`src/rtl/axilite_rd_pipe_pkg.sv`:
```
// Shared constants and types for the AXI-Lite read pipeline.
// Holds the RRESP encodings and the issue FSM state type.
package axilite_rd_pipe_pkg;

  localparam logic [1:0] RRESP_OKAY   = 2'b00;
  localparam logic [1:0] RRESP_SLVERR = 2'b10;

  typedef enum logic {
    ST_IDLE = 1'b0,
    ST_BUSY = 1'b1
  } issue_state_e;

endpackage

```
`src/rtl/axilite_sync_fifo.sv`:
```
// Synchronous FIFO whose output is read straight from the storage flops.
// Storage is cleared on reset so an empty FIFO presents zero data.
module axilite_sync_fifo #(
  parameter int WIDTH = 8,
  parameter int DEPTH = 4
) (
  input  logic             clk,
  input  logic             rstn,
  input  logic             push,
  input  logic [WIDTH-1:0] din,
  output logic             full,
  input  logic             pop,
  output logic [WIDTH-1:0] dout,
  output logic             empty
);

  localparam int AW = (DEPTH > 1) ? $clog2(DEPTH) : 1;
  localparam int CW = $clog2(DEPTH + 1);
  localparam logic [CW-1:0] DEPTH_C = CW'(DEPTH);

  logic [WIDTH-1:0] mem [DEPTH];
  logic [AW-1:0]    wr_ptr;
  logic [AW-1:0]    rd_ptr;
  logic [CW-1:0]    count;
  logic             do_push;
  logic             do_pop;

  assign empty   = (count == '0);
  assign full    = (count == DEPTH_C);
  assign dout    = mem[rd_ptr];
  assign do_pop  = pop && !empty;
  // a push into a full FIFO is accepted when the head leaves in the same cycle
  assign do_push = push && (!full || do_pop);

  always_ff @(posedge clk) begin
    if (!rstn) begin
      for (int i = 0; i < DEPTH; i++) mem[i] <= '0;
      wr_ptr <= '0;
      rd_ptr <= '0;
      count  <= '0;
    end else begin
      if (do_push) begin
        mem[wr_ptr] <= din;
        wr_ptr      <= wr_ptr + 1'b1;
      end
      if (do_pop) rd_ptr <= rd_ptr + 1'b1;
      if (do_push && !do_pop)      count <= count + 1'b1;
      else if (do_pop && !do_push) count <= count - 1'b1;
    end
  end

endmodule

```
`src/rtl/axilite_rd_pipe.sv`:
```
// AXI-Lite read slave that turns AR beats into a strobed register read port.
// Reads are issued one at a time, in order, with an optional ack timeout.
module axilite_rd_pipe
  import axilite_rd_pipe_pkg::*;
#(
  parameter int DATA_WIDTH = 32,
  parameter int ADDR_WIDTH = 40,
  parameter int DEPTH      = 4,
  parameter int TIMEOUT    = 16
) (
  input  logic                  clk,
  input  logic                  rstn,
  input  logic [ADDR_WIDTH-1:0] s_axil_araddr,
  input  logic [2:0]            s_axil_arprot,
  input  logic                  s_axil_arvalid,
  output logic                  s_axil_arready,
  output logic [DATA_WIDTH-1:0] s_axil_rdata,
  output logic [1:0]            s_axil_rresp,
  output logic                  s_axil_rvalid,
  input  logic                  s_axil_rready,
  output logic [ADDR_WIDTH-1:0] reg_rd_addr,
  output logic                  reg_rd_en,
  input  logic [DATA_WIDTH-1:0] reg_rd_data,
  input  logic                  reg_rd_wait,
  input  logic                  reg_rd_ack,
  output logic [15:0]           timeout_errs
);

  localparam int OW = $clog2(DEPTH + 1);
  localparam int TW = (TIMEOUT > 0) ? $clog2(TIMEOUT + 1) : 1;
  localparam int RW = DATA_WIDTH + 2;
  localparam logic [OW-1:0] DEPTH_C  = OW'(DEPTH);
  localparam logic [TW-1:0] TMO_LOAD = TW'((TIMEOUT > 0) ? TIMEOUT - 1 : 0);

  issue_state_e          state, state_n;
  logic [OW-1:0]         outstanding, outstanding_n;
  logic                  arready_q;
  logic [ADDR_WIDTH-1:0] rd_addr_q;
  logic [TW-1:0]         tmo_cnt;
  logic [15:0]           tmo_errs_q;

  logic                  ar_fire, r_fire;
  logic                  addr_push, addr_pop, addr_empty, addr_full_unused;
  logic [ADDR_WIDTH-1:0] addr_dout;
  logic                  bypass, start, busy, tmo_fire;
  logic                  resp_push, resp_empty, resp_full;
  logic [RW-1:0]         resp_din, resp_dout;
  logic                  arprot_unused;

  assign arprot_unused = ^s_axil_arprot;

  assign ar_fire = s_axil_arvalid && arready_q;
  assign r_fire  = s_axil_rvalid && s_axil_rready;
  assign busy    = (state == ST_BUSY);

  // an AR arriving into an idle pipe skips the address FIFO to keep one-cycle issue
  assign bypass    = (state == ST_IDLE) && addr_empty && ar_fire && !resp_full;
  assign addr_push = ar_fire && !bypass;
  assign addr_pop  = (state == ST_IDLE) && !addr_empty && !resp_full;
  assign start     = addr_pop || bypass;

  assign tmo_fire  = (TIMEOUT != 0) && busy && !reg_rd_ack && !reg_rd_wait && (tmo_cnt == '0);
  assign resp_push = busy && (reg_rd_ack || tmo_fire);
  assign resp_din  = reg_rd_ack ? {reg_rd_data, RRESP_OKAY}
                                : {{DATA_WIDTH{1'b0}}, RRESP_SLVERR};

  always_comb begin
    state_n = state;
    case (state)
      ST_IDLE: if (start) state_n = ST_BUSY;
      ST_BUSY: if (reg_rd_ack || tmo_fire) state_n = ST_IDLE;
      default: state_n = ST_IDLE;
    endcase
  end

  always_comb begin
    outstanding_n = outstanding;
    if (ar_fire && !r_fire)      outstanding_n = outstanding + 1'b1;
    else if (r_fire && !ar_fire) outstanding_n = outstanding - 1'b1;
  end

  always_ff @(posedge clk) begin
    if (!rstn) begin
      state       <= ST_IDLE;
      outstanding <= '0;
      arready_q   <= 1'b0;
      rd_addr_q   <= '0;
      tmo_cnt     <= '0;
      tmo_errs_q  <= '0;
    end else begin
      state       <= state_n;
      outstanding <= outstanding_n;
      arready_q   <= (outstanding_n < DEPTH_C);
      if (start) begin
        rd_addr_q <= addr_pop ? addr_dout : s_axil_araddr;
        tmo_cnt   <= TMO_LOAD;
      end else if (busy && !reg_rd_wait && (tmo_cnt != '0)) begin
        tmo_cnt <= tmo_cnt - 1'b1;
      end
      if (tmo_fire && !reg_rd_ack && (tmo_errs_q != 16'hFFFF))
        tmo_errs_q <= tmo_errs_q + 1'b1;
    end
  end

  axilite_sync_fifo #(.WIDTH(ADDR_WIDTH), .DEPTH(DEPTH)) u_addr_fifo (
    .clk   (clk),
    .rstn  (rstn),
    .push  (addr_push),
    .din   (s_axil_araddr),
    .full  (addr_full_unused),
    .pop   (addr_pop),
    .dout  (addr_dout),
    .empty (addr_empty)
  );

  axilite_sync_fifo #(.WIDTH(RW), .DEPTH(DEPTH)) u_resp_fifo (
    .clk   (clk),
    .rstn  (rstn),
    .push  (resp_push),
    .din   (resp_din),
    .full  (resp_full),
    .pop   (r_fire),
    .dout  (resp_dout),
    .empty (resp_empty)
  );

  assign s_axil_arready = arready_q;
  assign s_axil_rvalid  = !resp_empty;
  assign s_axil_rdata   = resp_dout[RW-1:2];
  assign s_axil_rresp   = resp_dout[1:0];
  assign reg_rd_en      = busy;
  assign reg_rd_addr    = rd_addr_q;
  assign timeout_errs   = tmo_errs_q;

endmodule

```
`config.mk`:
```
export PLATFORM = sky130hd
export DESIGN_NAME = axilite_rd_pipe
export DESIGN_NICKNAME = d
export VERILOG_FILES = /design/src/rtl/axilite_rd_pipe_pkg.sv /design/src/rtl/axilite_sync_fifo.sv /design/src/rtl/axilite_rd_pipe.sv
export SDC_FILE = /design/constraint.sdc
export NUM_CORES = 1
export LEC_CHECK = 0
export ABC_AREA = 1
export BUFFER_PORTS_ARGS = -buffer_cell sky130_fd_sc_hd__buf_2
export CAP_MARGIN = 10
export CORE_UTILIZATION = 55
export CTS_BUF_LIST = sky130_fd_sc_hd__clkbuf_4 sky130_fd_sc_hd__clkbuf_8
export DETAILED_ROUTE_END_ITERATION = 10
export PLACE_DENSITY = 0.78
export SYNTH_ARGS = -nofsm -noshare
export SYNTH_HDL_FRONTEND = slang
export SYNTH_SLANG_ARGS = --single-unit
```
`constraint.sdc`:
```
create_clock -name clk -period 4.3 [get_ports clk]
set_input_delay 0.215 -clock clk [delete_from_list [all_inputs] [get_ports clk]]
set_output_delay 0.215 -clock clk [all_outputs]
set_load 0.02 [all_outputs]
```
# Word level (Yosys, flattened, before mapping)
# Memories as Yosys holds them, arrays and structs flattened. A register that Yosys moved wholly into a read port is not among the register bits.
# Index checks and enable logic that the tools add are counted.
# classes
add_sub_neg,12
n_eq_ne,3
bitwise_logic,2
magnitude_cmp,1
div,0
muxes,30
mul,0
shifts,0
reduce_logical,53
# ops
op,n
two-way mux 40 bit,2
two-way mux 34 bit,2
OR reduction 40 bit,1
OR reduction 34 bit,1
logical AND 1 bit,26
two-way mux 3 bit,6
"adder 16 x 1 -> 16 bit, second input constant",1
"inequality test 16 bit, second input constant",1
logical NOT 1 bit,13
two-way mux 2 bit,6
two-way mux 1 bit,11
"adder 3 x 1 -> 3 bit, second input constant",3
"subtractor 3 x 1 -> 3 bit, second input constant",3
"adder 2 x 1 -> 2 bit, second input constant",4
two-way mux 4 bit,2
"equality test 3 bit, second input constant",2
logical NOT 3 bit,2
nonzero test 2 bit,3
logical NOT 5 bit,1
nonzero test 5 bit,1
"subtractor 5 x 1 -> 5 bit, second input constant",1
logical OR 1 bit,4
"less-than comparator 3 bit, second input constant",1
NOT 1 bit,2
other kinds (2),2
# totals
in_bits,81
ram_bits,296
memories,2
regBits,80
latch_bits,0
rom_bits,0
# memory_table
name,words,word_bits,read_ports,rd_ports_with_merged_regs,wr,line_no,source
u_addr_fifo.mem,4,40,1,1,4,axilite_sync_fifo.sv:21,logic [WIDTH-1:0] mem [DEPTH];
u_resp_fifo.mem,4,34,1,1,4,axilite_sync_fifo.sv:21,

# Logic depth before layout (Yosys ltp)
# depth
depth_word,12
depth_mapped,16
depth_no_buf,16

# Modules after synthesis
# Synthesis repeated with hierarchy kept, for this count alone.
# hier_totals
cells_unflattened,1851
area_unflattened_um2,17914.7
# modules_own_cells
mod,cells_each,n_inst,seq_area_each_um2,area_per_inst_um2
axilite_sync_fifo (u_addr_fifo),708,1,4984.8,7663.6
axilite_sync_fifo (u_resp_fifo),609,1,4264.1,6752.7
axilite_rd_pipe,534,1,1321.3,3498.4

# Least setup slack after synthesis
# OpenSTA, ideal clock, no wires.
# synth_path
path_kind,register to register
start,register arready_q (netlist: s_axil_arready)
end,"memory u_addr_fifo.mem[1][0] (netlist bit), enable pin"
setup_slack_ns,0.137
stages_incl_launch_ff,5
t_arrival_ns,3.670
synth_period_minus_slack_ns,4.163
cell_sequence,dfxtp_1 nand2_1 inv_1 nand3_2 o21ai_0
# synth_rtl
element,line_no,source
start: declaration,axilite_rd_pipe.sv:37,logic arready_q;
start signal: assignment,axilite_rd_pipe.sv:93,arready_q <= (outstanding_n < DEPTH_C);
end: declaration,axilite_sync_fifo.sv:21,

==> metrics.cfg <==
[status]
status=finished clean

[global_route]
grt_max_degree=103
overflow=0
grt_pass1_vias=12580
use_met1=0.3113
grtUsageMet3=0.04004
use_met2=0.4588
grt_pass1_wl_mm=62.09
grt.busiest_layer=met2
grt_util_all_layers=0.2563
antenna_found_initial=2

[floorplanning]
core_sq_um=29640
initial_core_util=0.5593
die_y_um=175.6
die_w_um=175.6
fp.dieArea_sq_um=30840
io_pins=174
row_count=63

[min_path]
hp-class=input port to flip-flop
min-delay-start=reg_rd_data[28]

[logic_synthesis]
synth_nets=1857
synth_top_flop_cell=edfxtp_1
synthTopCellsByCount=429 x nor2_1, 292 x edfxtp_1, 197 x nand2_1, 197 x o21ai_0, 174 x inv_1
ys_top_cells_by_area=edfxtp_1 53%, dfxtp_1 10%, nor2_1 9.7%
netlist_area_sq_um=16580
ys_seq_area_frac=0.6304
synth_edf_count=292
synth.largest_area_cell=edfxtp_1
yosysMostFrequentCell=nor2_1
synthArstFlopShare=0
ys_ff_latch=376
syn_area_per_cell_sq_um=9.392
yosysUniqueCellTypes=36
yosys_warnings=0
yosysTopAreaCellShare=0.5289
synth_cells=1765

[setup_path]
cp-end-kind=output pin
cp_max_fo=34
crit_buf_inv=3
worstPathArrival_ns=2.65
path_delay_family=buffers and inverters
path_cells=buf_4, inv_1, o21ai_0, o22ai_1, buf_2
max_stage_delay_ns=0.78
crit_type=flip-flop to output pin
cp-start-kind=flip-flop
reg2reg_from=tmo_cnt[1]
r2r_slack_ns=1.51
required_ns=4.09
worst_path_max_delay_cell=inv_1

[final_layout]
area_growth_pct=17.26
drive_gt1_frac=0.1625
layout.nets=2054
layoutNonFillerInstCount=2404
n_fill_cell=2362
stdcell_area_sq_um=19440

[routing]
routed_wl_mm=40.17
ant_nets=0
wl_per_cell_um=16.71
first_pass_iters=5
routed_via_density=5.426
drc=0
drtIter0Drc=1083
vias=13044

[clock_network]
clkSinkCount=376
cts_hold_buffers=43
ctsResizeCount=0
clk_pin_slew_ns=0.06
cts-root-buf=clkbuf_8
cts_buffer_depth=3
cts_setup_buffers=0
h-tree-depth=2
cts_tree=yes
cts_inserted_buffers=58
insertion_delay_ns=0.61

[sta]
layout_min_cycle_time_ns=2.862
hold_slack_ns=0.03272
fin_tns_setup_ns=0
worst_pin_slew_ns=1.172
setup_slack_ns=1.438
setup_viol=0
max_clock_freq_mhz=349.4
final_hold_viol_count=0
slew_headroom=0.2159
rsz0062_at_grt=false
fin_skew_ns=0.03995
maxSlewViolCount=0
post-route-period-util=0.6656

[placed_design]
gp_congestion=0.8010
port_buffers=169
dp_slack_ns=1.370
dpl_cell_area_sq_um=17740
hpwl_mm=22.85
dp.cells=2249

[power_and_ir_drop]
ir_worst_vdd_v=0.0003950
p_leak_nw=8.112
power.density_nw_per_um2=588.1

[job]
drv_cap=0

## state kept, by name (all words and copies together), names as in the netlist, named ones only
name and flops:
timeout_errs 16, u_resp_fifo.rd_ptr 2, outstanding 3, u_addr_fifo.count 3, u_resp_fifo.count 3, s_axil_arready 1
u_addr_fifo.rd_ptr 2, tmo_cnt 5, reg_rd_addr 40, u_resp_fifo.mem 132, u_addr_fifo.wr_ptr 2, u_addr_fifo.mem 160
u_resp_fifo.wr_ptr 2, reg_rd_en 1
## report_power, final
part / total, mW / internal [mW] / switching [mW]
clock network: 3.14 / 1.78 / 1.36
logic: 3.64 / 1.03 / 2.62
registers: 4.65 / 4.43 / 0.227
## area by class of cell
class | instances | area (sq um) | share of cell area
clock inverters | 17 | 136.4 | 0.007016
repair buffers | 239 | 1479 | 0.07608
inverters | 183 | 686.9 | 0.03534
flip-flops and latches | 376 | 10460 | 0.5378
multi-input cells | 1104 | 5065 | 0.2606
clock buffers | 93 | 1124 | 0.05780
diodes | 2 | 5.005 | 0.0002575
well taps | 390 | 488.0 | 0.02510
## final timing paths
| kind | endpoint | depth (start not counted) |
|---|---|---|
| worst max-delay path | s_axil_rdata[19] | 5 |
| worst min-delay path | u_resp_fifo.mem[3][30] | 3 |
| worst max register to register | u_resp_fifo.mem[1][18] | 12 |
| worst min register to register | reg_rd_addr[25] | 2 |
## per-layer routing
metal,wire length (um),up-vias
li1,-,6293
met1,15790,6139
met2,20280,531
met3,3027,81
met4,1067,0
met5,0,-
## layout by cell type (no fill, tap or decap), drive strengths merged, types with 2 or more instances in the layout
cell type	count
nand3	107
nand2	200
a31oi	19
ha	9
o21ai	200
clkbuf	93
dfxtp	84
nor2	433
o22ai	33
xor2	3
bufinv	2
nand4	4
a21oi	82
dlygate4sd3	43
fa	2
xnor2	4
inv	182
clkinv	15
buf	196
edfxtp	292
diode	2
## worst min-delay path, stage by stage
cell     delay, ns
buf_2         0.08
nand3_1       0.14
inv_1         0.08
## stage by stage
| step | util | total power [mW] |
|---|---|---|
| after floorplan | - | 7.146 |
| after global placement | 0.5987 | 8.176 |
| after detailed placement | 0.5987 | 8.297 |
| after CTS | 0.6557 | 11.46 |
| after global routing | 0.6559 | 12.04 |
| final | 0.6559 | 11.43 |
## cells by family after synthesis
group           synth area share
simple gates              0.1821
flops                     0.6304
compound gates            0.1064
buf+inv                  0.06801
fa+ha+maj               0.009208
xor+xnor                0.003698
other cells            0.0002262
(Power assumes the default switching activity.)
